### src/rtl/serial_pkg.sv
// rtl/serial_pkg.sv - Shared FSM state type and default word width for the frame serializer
package serial_pkg;

  localparam int DATA_W_DEFAULT = 8;

  typedef enum logic [1:0] {
    IDLE   = 2'd0,
    SHIFT  = 2'd1,
    PARITY = 2'd2
  } state_t;

endpackage

### src/rtl/serializador_quadro_contador_bits.sv
// rtl/serializador_quadro_contador_bits.sv - Saturating data-bit counter with load, enable and terminal count
module contador_bits #(
  parameter int DATA_W = 8,
  parameter int CNT_W  = $clog2(DATA_W + 1)
) (
  input  logic             clk,
  input  logic             reset,
  input  logic             load,
  input  logic             enable,
  output logic [CNT_W-1:0] count,
  output logic             terminal
);

  localparam logic [CNT_W-1:0] LAST = CNT_W'(DATA_W - 1);

  assign terminal = (count == LAST);

  // Holds at the last bit index so the count cannot wrap inside a frame.
  always_ff @(posedge clk) begin
    if (reset) begin
      count <= '0;
    end else if (load) begin
      count <= '0;
    end else if (enable && !terminal) begin
      count <= count + 1'b1;
    end
  end

endmodule

### src/rtl/serializador_quadro.sv
// rtl/serializador_quadro.sv - LSB-first word serializer; SERIALIZADOR_PARIDADE_EN appends an even-parity bit
module serializador_quadro
  import serial_pkg::*;
#(
  parameter int DATA_W = DATA_W_DEFAULT
) (
  input  logic              clk,
  input  logic              reset,
  input  logic [DATA_W-1:0] data_in,
  input  logic              valid_in,
  output logic              ready_out,
  output logic              out_bit,
  output logic              bit_valid,
  output logic              frame_start,
  output logic              done
);

  localparam int CNT_W = $clog2(DATA_W + 1);

  state_t             state, state_next;
  logic [DATA_W-1:0]  shreg;
  logic [CNT_W-1:0]   count;
  logic               terminal;
  logic               accept;
  logic               shifting;

  assign accept   = (state == IDLE) && valid_in;
  assign shifting = (state == SHIFT);

  contador_bits #(
    .DATA_W (DATA_W),
    .CNT_W  (CNT_W)
  ) u_contador (
    .clk      (clk),
    .reset    (reset),
    .load     (accept),
    .enable   (shifting),
    .count    (count),
    .terminal (terminal)
  );

  always_ff @(posedge clk) begin
    if (reset) begin
      state <= IDLE;
      shreg <= '0;
    end else begin
      state <= state_next;
      if (accept) begin
        shreg <= data_in;
      end else if (shifting) begin
        shreg <= shreg >> 1;
      end
    end
  end

`ifdef SERIALIZADOR_PARIDADE_EN
  logic parity;

  always_ff @(posedge clk) begin
    if (reset || accept) begin
      parity <= 1'b0;
    end else if (shifting) begin
      parity <= parity ^ shreg[0];
    end
  end
`endif

  always_comb begin
    state_next  = state;
    ready_out   = 1'b0;
    out_bit     = 1'b0;
    bit_valid   = 1'b0;
    frame_start = 1'b0;
    done        = 1'b0;
    case (state)
      IDLE: begin
        ready_out = 1'b1;
        if (valid_in) state_next = SHIFT;
      end
      SHIFT: begin
        out_bit     = shreg[0];
        bit_valid   = 1'b1;
        frame_start = (count == '0);
        if (terminal) begin
`ifdef SERIALIZADOR_PARIDADE_EN
          state_next = PARITY;
`else
          state_next = IDLE;
          done       = 1'b1;
`endif
        end
      end
`ifdef SERIALIZADOR_PARIDADE_EN
      PARITY: begin
        out_bit    = parity;
        bit_valid  = 1'b1;
        done       = 1'b1;
        state_next = IDLE;
      end
`endif
      default: state_next = IDLE;
    endcase
  end

endmodule

### config.mk
export PLATFORM = sky130hd
export DESIGN_NAME = serializador_quadro
export DESIGN_NICKNAME = d
export VERILOG_FILES = /design/src/rtl/serial_pkg.sv /design/src/rtl/serializador_quadro_contador_bits.sv /design/src/rtl/serializador_quadro.sv
export SDC_FILE = /design/constraint.sdc
export NUM_CORES = 1
export LEC_CHECK = 0
export ABC_AREA = 1
export BUFFER_PORTS_ARGS = -buffer_cell sky130_fd_sc_hd__buf_2
export CAP_MARGIN = 40
export CORE_MARGIN = 4
export CORE_UTILIZATION = 35
export DETAILED_ROUTE_END_ITERATION = 7
export PLACE_DENSITY_LB_ADDON = 0.15
export SETUP_SLACK_MARGIN = 0.02
export SLEW_MARGIN = 20
export SYNTH_ARGS = -nofsm -noshare
export SYNTH_HDL_FRONTEND = slang
export SYNTH_SLANG_ARGS = --single-unit
### constraint.sdc
create_clock -name clk -period 1.14 [get_ports clk]
set_input_delay 0.228 -clock clk [delete_from_list [all_inputs] [get_ports clk]]
set_output_delay 0.228 -clock clk [all_outputs]
set_load 0.01 [all_outputs]
==> flow_summary_export.csv <==
group,metric,value,unit
yosys,synth_fp_nets,110,
timing,hold_viol,0,
setup_path,path_class,"reg -> out",
routing,drt_iter0_drc,10,
setup_path,critPathLaunchType,"register",
yosys,synth-seq-area-share,39.2,%
run,max-cap-violations,0,
power,power_frac_comb,25.0,%
hold_path,hold_path_class,"in -> reg",
layout,fin_nets,143,
clock_tree,cts_tree,"done",
clock_tree,root_buffer,"clkbuf_4",
global_routing,antenna_found_initial,0,
setup_path,r2r_cells,6,
layout,diodes,0,
timing,max_freq,746,MHz
routing,wl_per_cell,10.8,µm
setup_path,critPathArrivalTime,1.11,ns
timing,max_slew_margin,81.3,%
routing,drt_drc_violations_left,0,
yosys,postSynthAreaPerCell,6.85,µm²
timing,fin_hold_ws,0.125,ns
setup_path,crit_path_max_incr_delay,0.39,ns
floorplanning,coreArea,1760,µm²
layout,areaGrowthSynthToFinish,58.8,%
floorplanning,dieArea,2660,µm²
timing,fin_crit_sh,118,%
setup_path,crit_family,"flip-flops",
global_routing,overflow,0,
timing,worst_slack,-0.200,ns
yosys,synthesis.instances,97,
clock_tree,ctsHoldBuffers,0,
power,p_clk_share,28.0,%
routing,ant_nets,0,
floorplanning,num_io_pins,16,
clock_tree,htree_levels,1,
placed_design,portBuffers,15,
floorplanning,std_cell_rows,15,
hold_path,hp-start,"reset",
routing,num_vias,695,
power,leakagePower,0.000506,µW
global_routing,grt_pass1_vias,613,
run_status,violations,"setup timing",
global_routing,grt_use_total,13.1,%
placed_design,dpl_worst_slack,0.00519,ns
power,swShare,29.3,%
setup_path,cp.required,0.91,ns
setup_path,critPathCaptureType,"output pin",
routing,routed.top_layer,"met4",
power,power_density,989,nW/µm²
setup_path,crit_chain,"ha_4, nand3_4, nor2_2, buf_2",
placed_design,place_congestion,0.783,
power,power_frac_seq,47.0,%
power,switchingPower,306,µW
timing,finalSetupTns,-0.476,ns
global_routing,grt_start_max_net_pins,10,
timing,period_needed,1.34,ns
routing,wl_met2,860,µm
run_status,status,"finished, violations left",
clock_tree,clk_pin_slew,0.08,ns
routing,vias_per_cell,4.51,
layout,drive_above_1_share,45.0,%
clock_tree,clock_latency,0.27,ns
yosys,synth.ff_latch_count,13,
timing,tightest_slew,0.279,ns
power,p_int,737,µW
yosys,yosys_warnings,0,
power,max-vdd-ir-drop,0.437,mV
setup_path,r2r_start,"u_contador.count[0]$_SDFFE_PP0P_",
routing,dr.pass1.iters,4,
setup_path,worst_path_max_delay_cell,"dfxtp_4",
global_routing,grt_first_pass_wirelength,2590,µm
floorplanning,die_h,51.6,µm
yosys,synth_cell_types,17,
routing,routed_wl,1660,µm
placed_design,hpwl,1030,µm
setup_path,crit_buf_inv,1,
clock_tree,numClockSinks,13,
timing,setup_viol,6,
hold_path,whs_path_depth,2,
power,p_total,1040,µW
setup_path,cp-startpoint,"u_contador.count[0]$_SDFFE_PP0P_",
setup_path,crit_fanout,4,
timing,rsz0062_at_grt,"true",
clock_tree,clk_path_buf_depth,2,
setup_path,worstSetupPathDepth,4,
floorplanning,die_w,51.6,µm
timing,drv_slew,0,
clock_tree,numCtsBuffers,3,
yosys,syn-cell-area,664,µm²
timing,finClkSkew,0.000339,ns
routing,m1WireLength,710,µm
floorplanning,start_util,37.7,%
routing,route.met3.wl,64,µm
[cell usage after synthesis]
library cell   n  area [µm²]
o21ai_1        6        30.0
buf_6          1        11.3
nor2_8         1        20.0
a21oi_1        6        30.0
nand3_1        5        25.0
dfxtp_1       13         260
o21bai_1       1        7.51
inv_6          1        8.76
nor2_2         1        6.26
ha_1           2        25.0
nand4_1        1        6.26
inv_2          2        7.51
nand2_2        2        12.5
nor2_1         6        22.5
inv_1         17        63.8
nand2_1       30         113
o211ai_1       2        15.0
[cells by family after synthesis]
kind of cell	Yosys count	share of synthesized area, %
buffers and inverters	21	13.7
AOI/OAI and AO/OA	15	12.4
and+or+nand+nor	46	30.9
DFF	13	39.2
adders and majority gates	2	3.77
[state kept, by name (all words and copies together), names as in the netlist]
name	count
state	1
shreg	8
u_contador.count	4
[layer usage]
| metal | vias to the layer above | track usage, % |
|---|---|---|
| met5 | - | 0 |
| met4 | 0 | 5.24 |
| met3 | 4 | 2.58 |
| met2 | 14 | 21.4 |
| met1 | 310 | 16.8 |
| li1 | 367 | - |
[metrics by stage]
stage	utilization [%]	instance area [µm²]	instances
after floorplan	-	664	97
after global placement	45.9	810	141
after detailed placement	45.9	810	141
after CTS	53.8	950	150
after global routing	59.8	1050	154
final	59.8	1050	154
[power by group through the flow]
stage / Combinational, µW / Clock [µW] / Sequential, µW
floorplan: 112 / 0 / 499
global placement: 179 / 0 / 499
detailed placement: 181 / 0 / 500
CTS: 218 / 298 / 489
global route: 286 / 316 / 495
finish: 261 / 292 / 491
[placed cells by master, fill, tap and decap left out, drive strengths merged]
cell type,instances
buf,28
nand2,32
o211ai,2
nor2,9
dfxtp,13
a21oi,6
inv,20
nand4,1
o21bai,1
clkbuf,4
ha,2
nand3,5
o21ai,6
[what timing repair did]
action,4_1_cts,5_1_grt
setup endpoints to repair,9,17
gates cloned,0,1
gates resized for setup,20,21
hold endpoints to repair,0,0
setup buffers,5,3
pin swaps,6,13
[final cells by class]
class / count / area [µm²]
Tap cell: 25 / 31.3
Multi-Input combinational cell: 64 / 414
Timing Repair Buffer: 28 / 224
Inverter: 20 / 87.6
Sequential cell: 13 / 272
Fill cell: 182 / 709
Clock buffer: 4 / 26.3
[worst register-to-register path: stages (launching register included)]
cell and delay [ns]:
dfxtp_4 0.38, ha_4 0.18, buf_4 0.13, buf_4 0.13, a21oi_1 0.12, o21bai_1 0.11
nor2_1 0.05
[final timing paths]
kind,slack [ns],end
max reg2reg,-0.04,u_contador.count[2]$_SDFFE_PP0P_
min,0.13,state[0]$_SDFFE_PP0P_
min reg2reg,0.46,shreg[7]$_SDFFE_PP0P_
max,-0.20,done
Note: power is estimated with default switching activity, not from simulation.
